File: config.mk
export PLATFORM = sky130hd
export DESIGN_NAME = parking_lane_counter_flat
export DESIGN_NICKNAME = d
export VERILOG_FILES = /design/src/rtl/parking_lane_counter_if.sv /design/src/rtl/parking_lane_counter.sv /design/src/flat_wrapper.sv
export SDC_FILE = /design/constraint.sdc
export NUM_CORES = 1
export LEC_CHECK = 0
export CAP_MARGIN = 20
export CORE_ASPECT_RATIO = 0.7
export CORE_MARGIN = 8
export CORE_UTILIZATION = 53
export CTS_CLUSTER_SIZE = 12
export DETAILED_ROUTE_END_ITERATION = 8
export PLACE_DENSITY = 0.76
export SLEW_MARGIN = 20
export SYNTH_ARGS = -nofsm -noshare
export SYNTH_HDL_FRONTEND = slang
export SYNTH_SLANG_ARGS = --single-unit
export TNS_END_PERCENT = 20
File: constraint.sdc
create_clock -name clk -period 3.4 [get_ports clk]
set_input_delay 0.68 -clock clk [delete_from_list [all_inputs] [get_ports clk]]
set_output_delay 0.68 -clock clk [all_outputs]
set_load 0.05 [all_outputs]
File: src/rtl/parking_lane_counter_if.sv
// parking_lane_counter_if: sensor beams and clear in, lane events and occupancy out.
// Optional macro DECIMAL_DISPLAY_EN adds the count_bcd display field.
interface parking_lane_counter_if #(
    parameter int LANES = 2,
    parameter int CNT_W = 8
);
    logic [LANES-1:0] a;
    logic [LANES-1:0] b;
    logic             clear;
    logic [LANES-1:0] enter_tick;
    logic [LANES-1:0] exit_tick;
    logic [LANES-1:0] err;
    logic [CNT_W-1:0] count;
    logic             full;
    logic             empty;
`ifdef DECIMAL_DISPLAY_EN
    logic [11:0]      count_bcd;

    modport master (
        output a, b, clear,
        input  enter_tick, exit_tick, err, count, full, empty, count_bcd
    );
    modport slave (
        input  a, b, clear,
        output enter_tick, exit_tick, err, count, full, empty, count_bcd
    );
`else
    modport master (
        output a, b, clear,
        input  enter_tick, exit_tick, err, count, full, empty
    );
    modport slave (
        input  a, b, clear,
        output enter_tick, exit_tick, err, count, full, empty
    );
`endif
endinterface

File: src/rtl/parking_lane_counter.sv
// parking_lane_counter: multi-lane parking occupancy counter.
// Each lane: 2-FF synchroniser -> debouncer -> entry/exit direction FSM.
// Lane events feed one shared saturating occupancy register with full/empty flags.
// Optional macro DECIMAL_DISPLAY_EN adds a registered three-digit BCD copy of count.

// One sensor lane: raw beams in, single-cycle completion/error events out (combinational,
// registered by the top so ticks and the count move on the same edge).
module parking_lane_counter_lane #(
    parameter int DEB_CYCLES = 4
) (
    input  logic clk,
    input  logic reset,
    input  logic a_raw,
    input  logic b_raw,
    input  logic clear,
    output logic enter_ev,
    output logic exit_ev,
    output logic err_ev
);
    localparam int DW = $clog2(DEB_CYCLES + 1);

    typedef enum logic [2:0] {
        IDLE, IN1, IN2, IN3, OUT1, OUT2, OUT3, BAD
    } state_t;

    logic [1:0]    sync1_q, sync1_d;
    logic [1:0]    sync2_q, sync2_d;
    logic [1:0]    cand_q, cand_d;
    logic [DW-1:0] cnt_q, cnt_d;
    logic [1:0]    pair_q, pair_d;
    state_t        state_q, state_d;

    // Debounce: a new synchronised pair must hold DEB_CYCLES cycles before it is accepted;
    // any change restarts the run length.
    always_comb begin
        sync1_d = {a_raw, b_raw};
        sync2_d = sync1_q;
        cand_d  = cand_q;
        cnt_d   = cnt_q;
        pair_d  = pair_q;
        if (sync2_q != cand_q) begin
            cand_d = sync2_q;
            cnt_d  = DW'(1);
        end else if (cnt_q != DW'(DEB_CYCLES)) begin
            cnt_d = cnt_q + DW'(1);
        end
        if (cnt_d == DW'(DEB_CYCLES))
            pair_d = cand_d;
    end

    // Input path registers; counter starts saturated so the idle 00 pair is already stable.
    always_ff @(posedge clk or negedge reset) begin
        if (!reset) begin
            sync1_q <= 2'b00;
            sync2_q <= 2'b00;
            cand_q  <= 2'b00;
            cnt_q   <= DW'(DEB_CYCLES);
            pair_q  <= 2'b00;
        end else begin
            sync1_q <= sync1_d;
            sync2_q <= sync2_d;
            cand_q  <= cand_d;
            cnt_q   <= cnt_d;
            pair_q  <= pair_d;
        end
    end

    // Direction decode on the debounced pair {a,b}; OUT* mirror IN* with a/b swapped.
    always_comb begin
        state_d  = state_q;
        enter_ev = 1'b0;
        exit_ev  = 1'b0;
        err_ev   = 1'b0;
        case (state_q)
            IDLE: case (pair_q)
                2'b10:   state_d = IN1;
                2'b01:   state_d = OUT1;
                2'b11:   begin state_d = BAD; err_ev = 1'b1; end
                default: ;
            endcase
            IN1: case (pair_q)
                2'b11:   state_d = IN2;
                2'b00:   state_d = IDLE;
                2'b01:   begin state_d = BAD; err_ev = 1'b1; end
                default: ;
            endcase
            IN2: case (pair_q)
                2'b01:   state_d = IN3;
                2'b10:   state_d = IN1;
                2'b00:   begin state_d = BAD; err_ev = 1'b1; end
                default: ;
            endcase
            IN3: case (pair_q)
                2'b00:   begin state_d = IDLE; enter_ev = 1'b1; end
                2'b11:   state_d = IN2;
                2'b10:   begin state_d = BAD; err_ev = 1'b1; end
                default: ;
            endcase
            OUT1: case (pair_q)
                2'b11:   state_d = OUT2;
                2'b00:   state_d = IDLE;
                2'b10:   begin state_d = BAD; err_ev = 1'b1; end
                default: ;
            endcase
            OUT2: case (pair_q)
                2'b10:   state_d = OUT3;
                2'b01:   state_d = OUT1;
                2'b00:   begin state_d = BAD; err_ev = 1'b1; end
                default: ;
            endcase
            OUT3: case (pair_q)
                2'b00:   begin state_d = IDLE; exit_ev = 1'b1; end
                2'b11:   state_d = OUT2;
                2'b01:   begin state_d = BAD; err_ev = 1'b1; end
                default: ;
            endcase
            BAD: if (pair_q == 2'b00) state_d = IDLE;
            default: state_d = IDLE;
        endcase
        // clear wins over any transition and swallows this cycle's events
        if (clear) begin
            state_d  = IDLE;
            enter_ev = 1'b0;
            exit_ev  = 1'b0;
            err_ev   = 1'b0;
        end
    end

    // FSM state register.
    always_ff @(posedge clk or negedge reset) begin
        if (!reset) state_q <= IDLE;
        else        state_q <= state_d;
    end
endmodule

module parking_lane_counter #(
    parameter int LANES      = 2,
    parameter int CNT_W      = 8,
    parameter int CAPACITY   = 200,
    parameter int DEB_CYCLES = 4
) (
    input logic                   clk,
    input logic                   reset,
    parking_lane_counter_if.slave bus
);
    localparam int SW = CNT_W + 2;
    localparam logic signed [SW-1:0] CAP_S = SW'(CAPACITY);

    if (CAPACITY >= 2 ** CNT_W) begin : g_cap_chk
        $error("CAPACITY must fit in CNT_W bits");
    end
    if (DEB_CYCLES < 1) begin : g_deb_chk
        $error("DEB_CYCLES must be at least 1");
    end

    logic [LANES-1:0] a_raw, b_raw;
    logic [LANES-1:0] enter_ev, exit_ev, err_ev;
    logic [LANES-1:0] enter_q, exit_q, err_q;

    logic signed [SW-1:0] n_ent, n_ext, sum;
    logic [CNT_W-1:0]     count_q, count_d;
    logic                 full_q, full_d;
    logic                 empty_q, empty_d;

    assign a_raw = bus.a;
    assign b_raw = bus.b;

    parking_lane_counter_lane #(.DEB_CYCLES(DEB_CYCLES)) u_lane [LANES-1:0] (
        .clk      (clk),
        .reset    (reset),
        .a_raw    (a_raw),
        .b_raw    (b_raw),
        .clear    (bus.clear),
        .enter_ev (enter_ev),
        .exit_ev  (exit_ev),
        .err_ev   (err_ev)
    );

    // Net lane events applied to the count with a signed clamp to [0, CAPACITY];
    // flags follow the clamped value so they match count on the same edge.
    always_comb begin
        n_ent = '0;
        n_ext = '0;
        for (int i = 0; i < LANES; i++) begin
            n_ent = n_ent + {{(SW-1){1'b0}}, enter_ev[i]};
            n_ext = n_ext + {{(SW-1){1'b0}}, exit_ev[i]};
        end
        sum = $signed({2'b00, count_q}) + n_ent - n_ext;
        if (bus.clear)
            count_d = '0;
        else if (sum < 0)
            count_d = '0;
        else if (sum > CAP_S)
            count_d = CNT_W'(CAPACITY);
        else
            count_d = sum[CNT_W-1:0];
        full_d  = (count_d == CNT_W'(CAPACITY));
        empty_d = (count_d == '0);
    end

    // Occupancy, flags and registered lane pulses.
    always_ff @(posedge clk or negedge reset) begin
        if (!reset) begin
            count_q <= '0;
            full_q  <= 1'b0;
            empty_q <= 1'b1;
            enter_q <= '0;
            exit_q  <= '0;
            err_q   <= '0;
        end else begin
            count_q <= count_d;
            full_q  <= full_d;
            empty_q <= empty_d;
            enter_q <= enter_ev;
            exit_q  <= exit_ev;
            err_q   <= err_ev;
        end
    end

    assign bus.enter_tick = enter_q;
    assign bus.exit_tick  = exit_q;
    assign bus.err        = err_q;
    assign bus.count      = count_q;
    assign bus.full       = full_q;
    assign bus.empty      = empty_q;

`ifdef DECIMAL_DISPLAY_EN
    if (CAPACITY > 999) begin : g_bcd_chk
        $error("CAPACITY must be <= 999 for the BCD display");
    end

    logic [11:0] count_bcd_q, count_bcd_d;

    // Shift-and-add-3 binary to BCD; values never exceed CAPACITY so three digits suffice.
    function automatic logic [11:0] to_bcd(input logic [CNT_W-1:0] v);
        logic [11:0] r;
        r = '0;
        for (int i = CNT_W - 1; i >= 0; i--) begin
            for (int d = 0; d < 3; d++)
                if (r[d*4 +: 4] >= 4'd5) r[d*4 +: 4] = r[d*4 +: 4] + 4'd3;
            r = {r[10:0], v[i]};
        end
        return r;
    endfunction

    // Convert the already-registered count, so the display trails count by one cycle.
    always_comb begin
        count_bcd_d = to_bcd(count_q);
    end

    // Display register.
    always_ff @(posedge clk or negedge reset) begin
        if (!reset) count_bcd_q <= '0;
        else        count_bcd_q <= count_bcd_d;
    end

    assign bus.count_bcd = count_bcd_q;
`endif
endmodule

File: src/flat_wrapper.sv
// flat-port wrapper written by rule: the top's interface ports become plain ports
module parking_lane_counter_flat 
#(
    parameter int LANES      = 2,
    parameter int CNT_W      = 8,
    parameter int CAPACITY   = 200,
    parameter int DEB_CYCLES = 4
)
  (clk, reset, bus_a, bus_b, bus_clear, bus_enter_tick, bus_exit_tick, bus_err, bus_count, bus_full, bus_empty);
  parking_lane_counter_if #(.LANES(LANES), .CNT_W(CNT_W)) bus_i ();
  input logic clk;
  input logic reset;
  input wire logic [$bits(bus_i.a)-1:0] bus_a;
  input wire logic [$bits(bus_i.b)-1:0] bus_b;
  input wire logic [$bits(bus_i.clear)-1:0] bus_clear;
  output wire logic [$bits(bus_i.enter_tick)-1:0] bus_enter_tick;
  output wire logic [$bits(bus_i.exit_tick)-1:0] bus_exit_tick;
  output wire logic [$bits(bus_i.err)-1:0] bus_err;
  output wire logic [$bits(bus_i.count)-1:0] bus_count;
  output wire logic [$bits(bus_i.full)-1:0] bus_full;
  output wire logic [$bits(bus_i.empty)-1:0] bus_empty;
  assign bus_i.a = bus_a;
  assign bus_i.b = bus_b;
  assign bus_i.clear = bus_clear;
  assign bus_enter_tick = bus_i.enter_tick;
  assign bus_exit_tick = bus_i.exit_tick;
  assign bus_err = bus_i.err;
  assign bus_count = bus_i.count;
  assign bus_full = bus_i.full;
  assign bus_empty = bus_i.empty;
  parking_lane_counter #(.LANES(LANES), .CNT_W(CNT_W), .CAPACITY(CAPACITY), .DEB_CYCLES(DEB_CYCLES)) u_core (.clk(clk), .reset(reset), .bus(bus_i));
endmodule
======== Word-level counts from Yosys, hierarchy flattened ========
Index checks and enable logic that the tools add are counted.
storage, ports and cells
  logic and storage cells ................. 131
  output and inout port bits .............. 16
  register bits ........................... 44
  input port bits ......................... 7
operators by class
  order comparisons ....................... 2
  reduce and logical (&&, ||, !) cells .... 13
  equal/unequal tests ..................... 43
  $add $sub $neg .......................... 6
  mux-type cells .......................... 49
operators with widths
  kind                 count
  $pmux 3 s3           14
  $ne 5x5->1 const B   14
  $pmux 3 s8           2
  $eq 3x3->1 const B   10
  $mux 3               8
  $mux 8               3
  $mux 1               18
  $reduce_and 8->1     2
  $eq 3x2->1 const B   4
  $ne 3x3->1 const B   4
  $reduce_or 2->1      6
  $add 9x10->10        1
  $gt 10x9->1 const B  1
  $lt 10x1->1 const B  1
  $sub 10x3->10        1
  $eq 2x2->1 const B   4
  $eq 8x8->1 const B   1
  $logic_not 8->1      1
  $pmux 1 s4           2
  $add 3x1->3 const B  2
  $eq 3x1->1 const B   2
  $logic_not 3->1      2
  $add 1x1->2          2
  $eq 2x1->1 const B   2
  3 further kinds      6

======== Depth between registers and ports, before layout ========
Gate-level depths: netlist of the first run.
  word-level depth ........................ 12
  mapped depth ............................ 16
  gate-level depth less buffers ........... 16

======== Cells and area by module ========
From an unflattened synthesis of the first run, not the netlist that was laid out.
unflattened totals
  cells, all modules ...................... 317
  area total of the unflattened synthesis .. 3123.0 sq um
by module, submodules not included
  module                                         instances  cells each  area each (sq um)
  parking_lane_counter                           1          107         1108.6
  parking_lane_counter_lane at u_core.u_lane[1]  1          108         1011.0
  parking_lane_counter_lane at u_core.u_lane[0]  1          102         1003.5

======== Worst setup path before layout of the first run ========
Ideal clock, no wire load.
  kind .................................... in2reg
  from .................................... input bus_clear
  to ...................................... register u_core.full_q, in the netlist u_core.bus.full
  slack ................................... -0.285 ns
  path buffers ............................ 1
  setup time .............................. 0.129 ns
  stages .................................. 14
  data arrival time ....................... 3.557 ns
  data required time ...................... 3.271 ns
  cells stage by stage .................... clkbuf_1 > nand3b_1 > nor2_1 > ha_1 > inv_1 > fa_1 > inv_1 > fa_1 > nor2b_4 > o21ai_0 > or4b_2 > nand4_1 > a211o_1 > a21oi_1
on the way
  elaborated cells on any way between the ends .. 14
  classes of those cells .................. 4 x add/sub; 2 x order compare; 1 x eq/ne; 7 x mux
RTL lines
  what                          RTL line                     source
  start, declared               flat_wrapper.sv:15           input wire logic [$bits(bus_i.clear)-1:0] bus_clear;
  $mux 1 *                      parking_lane_counter.sv:121  if (clear) begin
  net u_core.u_lane[1].exit_ev  parking_lane_counter.sv:17   output logic exit_ev,
  $add 1x1->2 *                 parking_lane_counter.sv:186  n_ext = n_ext + {{(SW-1){1'b0}}, exit_ev[i]};
  $sub 10x3->10 *               parking_lane_counter.sv:188  sum = $signed({2'b00, count_q}) + n_ent - n_ext;
  $gt 10x9->1                   parking_lane_counter.sv:193  else if (sum > CAP_S)
  $mux 8                        parking_lane_counter.sv:193
  $mux 8 *                      parking_lane_counter.sv:191  else if (sum < 0)
  $mux 8 *                      parking_lane_counter.sv:189  if (bus.clear)
  $eq 8x8->1 *                  parking_lane_counter.sv:197  full_d = (count_d == CNT_W'(CAPACITY));
  net u_core.full_d             parking_lane_counter.sv:162  logic full_q, full_d;
  end signal, assigned          parking_lane_counter.sv:212  full_q <= full_d;
  end, declared                 parking_lane_counter.sv:162
Mark *: on every way through the listed nets, which the timed path passes. The rest lies on a longest branch.
A chain may end at the register's enable or synchronous reset.

======== Final worst setup path of the first run ========
  from .................................... register u_core.u_lane[0].pair_q[1]
  to ...................................... register u_core.empty_q, in the netlist u_core.bus.empty
on the way
  longest elaborated chain between the ends .. 12
  elaborated cells on any way between the ends .. 16
  classes of those cells .................. 4 x add/sub; 2 x order compare; 8 x mux; 2 x reduce/logical
ends and longest elaborated chain
  what                           RTL line                     source
  start, declared                parking_lane_counter.sv:30   logic [1:0] pair_q, pair_d;
  start signal, assigned         parking_lane_counter.sv:64   pair_q <= pair_d;
  $logic_not 2->1 *              parking_lane_counter.sv:93   IN3: case (pair_q)
  $mux 1 *                       parking_lane_counter.sv:93
  $mux 1 *                       parking_lane_counter.sv:74   case (state_q)
  $mux 1 *                       parking_lane_counter.sv:121
  net u_core.u_lane[0].enter_ev  parking_lane_counter.sv:16   output logic enter_ev,
  $add 1x1->2 *                  parking_lane_counter.sv:185  n_ent = n_ent + {{(SW-1){1'b0}}, enter_ev[i]};
  $add 9x10->10 *                parking_lane_counter.sv:188
  $sub 10x3->10 *                parking_lane_counter.sv:188
  $gt 10x9->1                    parking_lane_counter.sv:193
  $mux 8                         parking_lane_counter.sv:193
  $mux 8 *                       parking_lane_counter.sv:191
  $mux 8 *                       parking_lane_counter.sv:189
  $logic_not 8->1 *              parking_lane_counter.sv:198  empty_d = (count_d == '0);
  net u_core.empty_d             parking_lane_counter.sv:163  logic empty_q, empty_d;
  end signal, assigned           parking_lane_counter.sv:213  empty_q <= empty_d;
  end, declared                  parking_lane_counter.sv:163
Marked as above.

==> flow_summary.toml, run 1 <==
[outcome]
status = "finished, final reports clean"

[routing]
drt_iter0_markers = 240
drt_first_pass_iters = 4
avgViaCountPerCell = 5.75
avgRoutedWirePerCell_um = 15.8
drtAntennaViolNets = 0
drc = 0
wirelength_mm = 7.43
route.vias.total = 2698

[floorplan]
die_area_um2 = 8570
start_util = 0.545
pin_count = 23
core-area_um2 = 5670
row_count = 23
die_h_um = 79.9
dieWidth_um = 107

[layout]
fin_util = 0.716
mostFrequentLayoutCells = "buf_4, dfrtp_1, a21oi_1, ha_1, inv_1"
layout-drive-gt1-share = 0.297
nFillCells = 387
area.growth.synth_to_final_pct = 31.2
nets = 434
multi_input_area_um2 = 2040
final_cells = 469
n_antenna_cell = 0
final_common_cell = "buf_4"
seqCellArea_um2 = 1100

[setup_path]
critPathMaxFanout = 4
r2r_cells = 15
slowest_delay_ns = 0.44
critPathKind = "flop to flop"
cp_num_cells = 15
cp.arrival_ns = 3.59
ff2ff_setup_slack_ns = 0.03
required_ns = 3.62
worstSetupEndpointType = "flop"
worst_path_max_delay_cell = "fa_2"
critPathBufInv = 3
crit_family = "adder cells"
path_cells = "inv_2, ha_4, nand3b_1, nor2_2, ha_2, fa_2, inv_2, fa_2, nor2b_4, o2111ai_1, nand2_1, o32ai_4, buf_4, nand3_2, o31ai_2"
regToRegEndpoint = "u_core.bus.empty$_DFF_PN1_"
regToRegStartpoint = "u_core.u_lane[0].pair_q[1]$_DFFE_PN0N_"
startpoint_type = "flop"

[synthesis]
synth_seq_cells = 44
synth.net_count = 372
synth-edff-count = 0
netlist_instances = 331
ys_types = 58
yosysSeqAreaShare = 0.357
yosys_warnings = 0
syn_area_um2 = 3090
synthFlopType = "dfrtp_1"
synth_area_per_cell_um2 = 9.34
synthArstFlopShare = 1.00

[timing]
holdWs_ns = 0.345
rsz0062_at_grt = "yes"
drv_slew = 0
setup_viol = 0
slew_headroom = 0.626
finClkSkew_ns = 0.0125
fmax_mhz = 297
max_slew.worst_pin.slew_ns = 0.561
period_needed_ns = 3.37
min_period_over_period = 0.990
hold_viol = 0

[clock_network]
cts_sinks = 44
cts_root_buffer = "clkbuf_8"
insertion_delay_ns = 0.31
tritoncts = "built"
htreeDepth = 2
cts_buffers = 5
clkTransAtPathRegs_ns = 0.10
clock_path_buffers = 2

[min_path]
hp-class = "input port to async pin"

[pwr]
leakage_nw = 1.75
p_switching_mw = 1.95
swShare = 0.471
p_per_area_nw_per_um2 = 1020
intPower_mw = 2.19
combPwrFrac = 0.726
clockPowerShare = 0.101
vdd_drop_max_uv = 1040
p_seq_frac = 0.173

[placement]
gp_congestion = 0.931
port_buffers = 22
dp.cells = 449
dp_hpwl_mm = 5.17

[global_route]
grt_usage = 0.170
overflow = 0
antenna_found_initial = 0
grt_pass1_vias = 2559
grt_pass1_wl_mm = 12.0
grt_max_degree = 45

[flow_run]
cap_violations = 0
power groups by stage:
| stage | Combinational (mW) | Clock, mW | Sequential [mW] |
|---|---|---|---|
| CTS | 2.70 | 0.425 | 0.717 |
| global placement | 2.47 | 0 | 0.715 |
| finish | 3.00 | 0.419 | 0.716 |
| global route | 3.23 | 0.448 | 0.729 |
| detailed placement | 2.52 | 0 | 0.722 |
| floorplan | 1.54 | 0 | 0.892 |
sequential cells by signal, summed over array words and instances, names as in the netlist:
signal and flops:
u_core.bus.count 8, u_core.u_lane.cand_q 4, u_core.u_lane.sync1_q 4, u_core.u_lane.sync2_q 4
u_core.bus.enter_tick 2, u_core.bus.empty 1, u_core.u_lane.state_q 6, u_core.bus.err 2
u_core.bus.full 1, u_core.u_lane.pair_q 4, u_core.bus.exit_tick 2, u_core.u_lane.cnt_q 6
worst max-delay path by stage:
stage | start | end | slack [ns]
floorplan | bus_clear | u_core.bus.count[5]$_DFF_PN0_ | -0.02
global placement | bus_clear | u_core.bus.count[0]$_DFF_PN0_ | -0.65
detailed placement | bus_clear | u_core.bus.count[4]$_DFF_PN0_ | -0.73
CTS | u_core.u_lane[1].pair_q[1]$_DFFE_PN0N_ | u_core.bus.empty$_DFF_PN1_ | -0.03
global route | u_core.u_lane[1].pair_q[1]$_DFFE_PN0N_ | u_core.bus.empty$_DFF_PN1_ | -0.13
finish | u_core.u_lane[0].pair_q[1]$_DFFE_PN0N_ | u_core.bus.empty$_DFF_PN1_ | 0.03
metrics by stage:
step	area (µm²)	power (mW)	TNS [ns]	worst slack, ns
after CTS	3870	3.84	-0.165	-0.0305
after global routing	4060	4.40	-0.798	-0.130
after detailed placement	3630	3.24	-6.46	-0.730
after floorplan	3130	2.43	-0.0414	-0.0165
after global placement	3630	3.18	-5.70	-0.646
final	4060	4.14	0	0.0325
area by class of cell:
cell class,count,share of cell area
Clock buffer,5,0.0170
Clock inverter,3,0.0117
Inverter,30,0.0278
Multi-Input combinational cell,240,0.502
Sequential cell,44,0.272
Tap cell,75,0.0231
Timing Repair Buffer,72,0.146
layer usage:
layer / global-route usage / part of all wire
met2: 0.260 / 0.45
met1: 0.234 / 0.48
met4: 0.0434 / 0.0074
met3: 0.0427 / 0.069
met5: 0 / 0
Yosys cell counts, types with 3 or more instances:
cell | instances | area (µm²)
dfrtp_1 | 41 | 1030
ha_1 | 32 | 400
inv_1 | 30 | 113
a21oi_1 | 27 | 135
nor2_1 | 22 | 82.6
nand2_1 | 16 | 60.1
nor3_1 | 11 | 55.1
o21ai_0 | 11 | 55.1
clkbuf_1 | 10 | 37.5
nand2b_1 | 9 | 56.3
a211oi_1 | 8 | 60.1
mux2i_1 | 7 | 70.1
mux2_2 | 6 | 67.6
nand3_1 | 6 | 30.0
nand3b_1 | 6 | 45.0
xor2_1 | 6 | 52.6
or3_1 | 5 | 31.3
a31oi_1 | 4 | 25.0
buf_2 | 4 | 20.0
nor3b_1 | 4 | 30.0
o31ai_1 | 4 | 30.0
xnor2_1 | 4 | 35.0
a211o_1 | 3 | 26.3
dfstp_2 | 3 | 78.8
o221ai_1 | 3 | 26.3
o22a_1 | 3 | 26.3
repair_timing:
action,CTS,global route
endpoints found under the setup margin,10,10
hold buffers,0,0
buffers inserted,7,6
resized for setup,28,21
pin swaps,9,23
kinds of logic (layout without fill, tap and decap cells):
| kind of cell | count (synthesis) | count (layout) | synth area share |
|---|---|---|---|
| buffers and inverters | 47 | 110 | 0.0611 |
| flip-flops | 44 | 44 | 0.357 |
| XOR/XNOR | 10 | 10 | 0.0283 |
| AO/OA/AOI/OAI | 89 | 89 | 0.204 |
| adder cells (fa/ha/maj) | 34 | 34 | 0.142 |
| multiplexers | 13 | 13 | 0.0445 |
| AND/OR/NAND/NOR | 94 | 94 | 0.163 |
No activity file was read; power rests on OpenSTA's default activity.
==> inputs of run 2 (changes only) <==
CELL_PAD_IN_SITES_DETAIL_PLACEMENT = 1   (was default)
CELL_PAD_IN_SITES_GLOBAL_PLACEMENT = 1   (was default)
CORE_UTILIZATION = 41   (was 53)
PLACE_DENSITY = default   (was 0.76)
PLACE_DENSITY_LB_ADDON = 0.1   (was default)
==> run 2 against run 1 <==
  * The flow now finishes with violations (negative setup slack)
  * Utilization down 16 points
  * Non-clock buffer count stayed put
  * Fmax shrank 3.7%
  * Design area increased by 0.77%
  * Clock power shrank 21%
  * Combinational power is 6% higher
  * Register-to-register slack lost 0.13 ns
  * Sequential cell count did not move
  * Sequential power is 0.7% higher
  * Sequential share of layout area fell by 0.21 points
  * Clock skew is 0.00087 ns higher
  * Via count down 1.2%
  * Critical path type unchanged
  * Largest power group unchanged
  * Highest routed layer is now met5
==> flow_summary.toml, run 2 (synthesized netlist as in run 1, its figures left out) <==
[setup_path]
critPathKind = "flop to flop"
required_ns = 3.61
critPathBufInv = 4
regToRegEndpoint = "u_core.bus.empty$_DFF_PN1_"
critPathCapture = "u_core.bus.empty$_DFF_PN1_"
worst_path_max_delay_cell = "fa_1"
worstSetupEndpointType = "flop"
r2r_cells = 16
crit_family = "adder cells"
path_cells = "inv_2, ha_4, nand3b_1, nor2_4, ha_4, inv_2, fa_1, inv_2, fa_2, nor2b_4, o31a_4, a211oi_4, o32ai_4, buf_4, nand3_1, o31ai_1"
critPathMaxFanout = 5
crit_top_cell = "inv_2"
ff2ff_setup_slack_ns = -0.1
slowest_delay_ns = 0.54
startpoint_type = "flop"
regToRegStartpoint = "u_core.u_lane[0].pair_q[0]$_DFFE_PN0N_"
cp_num_cells = 16
startpoint = "u_core.u_lane[0].pair_q[0]$_DFFE_PN0N_"
cp.arrival_ns = 3.70

[layout]
largest_register_ffs = 8
final_cell_area_um2 = 4090
nFillCells = 831
nets = 434
mostFrequentLayoutCells = "buf_4, dfrtp_1, ha_1, inv_1, a21oi_1"
layout-drive-gt1-share = 0.294
n_antenna_cell = 0
final_cells = 492
multi_input_area_um2 = 2060
area.growth.synth_to_final_pct = 32.2
seqCellArea_um2 = 1100
final_common_cell = "buf_4"

[routing]
drt_first_pass_iters = 4
drc = 0
drtAntennaViolNets = 0
route.vias.total = 2666
drt_iter0_markers = 119
wirelength_mm = 8.58
avgViaCountPerCell = 5.42
avgRoutedWirePerCell_um = 17.4

[outcome]
violations = "negative setup slack"
status = "complete, but fails checks"

[global_route]
grt_pass1_vias = 2763
overflow = 0
grt_usage = 0.160
antenna_found_initial = 1
grt_pass1_wl_mm = 13.6
grt_max_degree = 45

[pwr]
p_seq_frac = 0.170
vdd_drop_max_uv = 809
p_switching_mw = 2.03
intPower_mw = 2.20
combPwrFrac = 0.751
clockPowerShare = 0.078
leakage_nw = 1.75
p_per_area_nw_per_um2 = 1040
power_mw = 4.23
swShare = 0.479

[timing]
slew_headroom = 0.573
worst_slack_ns = -0.0956
setup_viol = 8
finClkSkew_ns = 0.0134
drv_slew = 0
fin_tns_setup_ns = -0.323
rsz0062_at_grt = "yes"
max_slew.worst_pin.slew_ns = 0.641
period_needed_ns = 3.50
fmax_mhz = 286
hold_viol = 0
min_period_over_period = 1.03

[floorplan]
row_count = 26
pin_count = 23
die_h_um = 88.7
start_util = 0.422
dieWidth_um = 120
die_area_um2 = 10600
core-area_um2 = 7320

[clock_network]
postCtsHoldBufs = 0
htreeDepth = 2
cts_root_buffer = "clkbuf_8"
cts_buffers = 5
tritoncts = "built"
clock_path_buffers = 2
insertion_delay_ns = 0.30
clkTransAtPathRegs_ns = 0.09
cts_sinks = 44

[placement]
placed_area_um2 = 3640
dp_slack_ns = -0.739
gp_congestion = 0.805
dp.cells = 469
port_buffers = 22
dp_hpwl_mm = 6.02

[flow_run]
cap_violations = 0

[min_path]
hp-class = "flop to flop"
==> run 2: cell types whose count changed in the layout (fill, tap and decap cells not counted), moves of 2 or more <==
cell and change:
nor3_1 +2, a21oi_2 +2, buf_4 -3, ha_1 +2
a21oi_1 -2, buf_6 +3, o2111ai_1 -2, clkinv_2 +2
nor3_2 -2
==> run 2: cell type report <==
cell class / count / share of cell area
well taps: 98 / 0.0300
repair buffers: 72 / 0.148
flip-flops and latches: 44 / 0.270
multi-input cells: 240 / 0.503
inverters: 30 / 0.0275
clock inverters: 3 / 0.00459
clock buffers: 5 / 0.0168
==> run 2: timing repair <==
item / in CTS / in global routing
endpoints found under the setup margin: 10 / 10
gates cloned: 0 / 0
setup buffers: 10 / 7
pin swaps: 14 / 21
endpoints found under the hold margin: 0 / 0
gates resized for setup: 28 / 26
==> run 2: worst min-delay path by stage <==
stage	slack (ns)	cells past startpoint	endpoint	start
after floorplan	0.33	0	u_core.u_lane[0].sync2_q[0]$_DFF_PN0_	u_core.u_lane[0].sync1_q[0]$_DFF_PN0_
after global placement	0.34	0	u_core.u_lane[1].sync2_q[1]$_DFF_PN0_	u_core.u_lane[1].sync1_q[1]$_DFF_PN0_
after detailed placement	0.34	0	u_core.u_lane[0].sync2_q[0]$_DFF_PN0_	u_core.u_lane[0].sync1_q[0]$_DFF_PN0_
after CTS	0.36	0	u_core.u_lane[1].sync2_q[1]$_DFF_PN0_	u_core.u_lane[1].sync1_q[1]$_DFF_PN0_
after global routing	0.38	0	u_core.u_lane[0].sync2_q[0]$_DFF_PN0_	u_core.u_lane[0].sync1_q[0]$_DFF_PN0_
final	0.35	0	u_core.u_lane[1].sync2_q[1]$_DFF_PN0_	u_core.u_lane[1].sync1_q[1]$_DFF_PN0_
==> run 2: routing by layer <==
| metal | share of wire | routed length, µm | track usage | up-vias |
|---|---|---|---|---|
| met3 | 0.046 | 397 | 0.0433 | 2 |
| li1 | - | - | - | 1298 |
| met4 | 0.00058 | 5 | 0.0214 | 2 |
| met2 | 0.49 | 4200 | 0.272 | 55 |
| met5 | 0.0012 | 10 | 0 | - |
| met1 | 0.46 | 3970 | 0.203 | 1309 |
==> run 2: stage by stage <==
| stage | hold WS [ns] | util |
|---|---|---|
| after floorplan | 0.331 | - |
| after CTS | 0.358 | 0.531 |
| after global placement | 0.337 | 0.497 |
| after global routing | 0.381 | 0.558 |
| final | 0.354 | 0.558 |
| after detailed placement | 0.339 | 0.497 |
==> run 2: power groups by stage <==
stage	clock network, mW	registers, mW	logic, mW
floorplan	0	0.892	1.54
global placement	0	0.721	2.47
detailed placement	0	0.723	2.51
CTS	0.343	0.721	2.79
global route	0.363	0.736	3.44
finish	0.331	0.721	3.18
==> inputs of run 3 (changes only) <==
CTS_CLUSTER_DIAMETER = 100   (was default)
SKIP_LAST_GASP = 1   (was default)
==> run 3 against run 2 <==
  * The run still ends with negative setup slack left
  * Non-clock buffer count unchanged
  * Die area unchanged
  * Hold slack about the same
  * Largest power group unchanged
  * Combinational power decreased by 2%
  * Total power decreased by 1.4%
==> flow_summary.toml, run 3 (synthesized netlist as in run 1, its figures left out) <==
[setup_path]
critPathMaxFanout = 5
crit_family = "adder cells"
critPathBufInv = 4
cp_num_cells = 16
worstSetupEndpointType = "flop"
required_ns = 3.59
critPathKind = "flop to flop"
path_cells = "inv_2, ha_4, nand3b_1, nor2_4, ha_4, inv_2, fa_1, inv_2, fa_2, nor2b_4, o31a_4, xor2_4, o211ai_4, a211oi_4, buf_4, nor3_1"
cp.arrival_ns = 3.66
slowest_delay_ns = 0.54
worst_path_max_delay_cell = "fa_1"
crit_top_cell = "inv_2"
startpoint_type = "flop"
r2r_cells = 16

[floorplan]
core-area_um2 = 7320
die_area_um2 = 10600
pin_count = 23
row_count = 26
dieWidth_um = 120
start_util = 0.422
die_h_um = 88.7

[global_route]
overflow = 0
grt_max_degree = 45
antenna_found_initial = 1
grt_usage = 0.160
grt_pass1_wl_mm = 13.6
grt_pass1_vias = 2761

[routing]
drt_iter0_markers = 114
wirelength_mm = 8.50
avgViaCountPerCell = 5.46
drtAntennaViolNets = 0
route.vias.total = 2684
avgRoutedWirePerCell_um = 17.3
drt_first_pass_iters = 4
drc = 0

[pwr]
vdd_drop_max_uv = 755
leakage_nw = 1.75
p_per_area_nw_per_um2 = 1030

[layout]
final_common_cell = "buf_4"
fin_util = 0.554
layout-drive-gt1-share = 0.289
nets = 434
area.growth.synth_to_final_pct = 31.2
mostFrequentLayoutCells = "buf_4, dfrtp_1, ha_1, inv_1, a21oi_1"
largest_register_ffs = 8
n_antenna_cell = 0
final_cell_area_um2 = 4060

[timing]
drv_slew = 0
hold_viol = 0
rsz0062_at_grt = "yes"
min_period_over_period = 1.02
slew_headroom = 0.566
finClkSkew_ns = 0.0137
setup_viol = 8
max_slew.worst_pin.slew_ns = 0.651
period_needed_ns = 3.47
worst_slack_ns = -0.0682
fmax_mhz = 288

[outcome]
status = "complete, but fails checks"
violations = "negative setup slack"

[placement]
placed_area_um2 = 3640
port_buffers = 22
gp_congestion = 0.805
dp_hpwl_mm = 6.02

[clock_network]
clock_path_buffers = 2
htreeDepth = 2
cts_sinks = 44
clkTransAtPathRegs_ns = 0.09
cts_root_buffer = "clkbuf_8"
cts_buffers = 5
insertion_delay_ns = 0.31
tritoncts = "built"

[min_path]
hold_depth = 0
hp-class = "flop to flop"

[flow_run]
cap_violations = 0
==> run 3: what timing repair did <==
item                       4_1_cts  5_1_grt
setup buffers                   10        7
setup endpoints to repair       10       10
hold buffers                     0        0
resized for setup               28       21
pin swaps                       13       20
==> run 3: path summary, 6_finish.rpt <==
| path | endpoint | slack (ns) | start |
|---|---|---|---|
| worst min register to register | u_core.u_lane[1].sync2_q[1]$_DFF_PN0_ | 0.35 | u_core.u_lane[1].sync1_q[1]$_DFF_PN0_ |
| worst min-delay path | u_core.u_lane[1].sync2_q[1]$_DFF_PN0_ | 0.35 | u_core.u_lane[1].sync1_q[1]$_DFF_PN0_ |
| min in group asynchronous | u_core.bus.err[1]$_DFF_PN0_ | 0.37 | reset |
| worst max-delay path | u_core.bus.count[1]$_DFF_PN0_ | -0.07 | u_core.u_lane[0].pair_q[0]$_DFFE_PN0N_ |
| max in group asynchronous | u_core.u_lane[1].state_q[0]$_DFFE_PN0P_ | 2.64 | reset |
| worst max register to register | u_core.bus.count[1]$_DFF_PN0_ | -0.07 | u_core.u_lane[0].pair_q[0]$_DFFE_PN0N_ |
==> run 3: per-stage QoR <==
stage	total power, mW	hold slack, ns	std cells	TNS [ns]	setup slack [ns]
floorplan	2.43	0.331	331	-0.0414	-0.0165
finish	4.17	0.354	492	-0.405	-0.0682
CTS	3.85	0.358	487	-0.142	-0.0433
global placement	3.19	0.337	469	-5.11	-0.558
detailed placement	3.23	0.339	469	-6.54	-0.739
global route	4.49	0.381	492	-1.41	-0.158
==> run 3: cell type report <==
type | instances | area (µm²)
Clock inverter | 3 | 18.8
Fill cell | 839 | 3260
Clock buffer | 5 | 68.8
Inverter | 30 | 113
Tap cell | 98 | 123
Multi-Input combinational cell | 240 | 2030
Sequential cell | 44 | 1100
Timing Repair Buffer | 72 | 596
==> run 3: metal layers <==
metal,track usage,part of all wire,routed length (µm)
met3,0.0433,0.042,354
met5,0,0.0012,10
met1,0.203,0.47,3990
met4,0.0214,0.0087,74
met2,0.272,0.48,4060
==> run 3: power breakdown <==
group | internal (mW) | total (mW) | switching [mW]
registers | 0.640 | 0.722 | 0.0822
logic | 1.39 | 3.12 | 1.73
clock network | 0.143 | 0.330 | 0.186
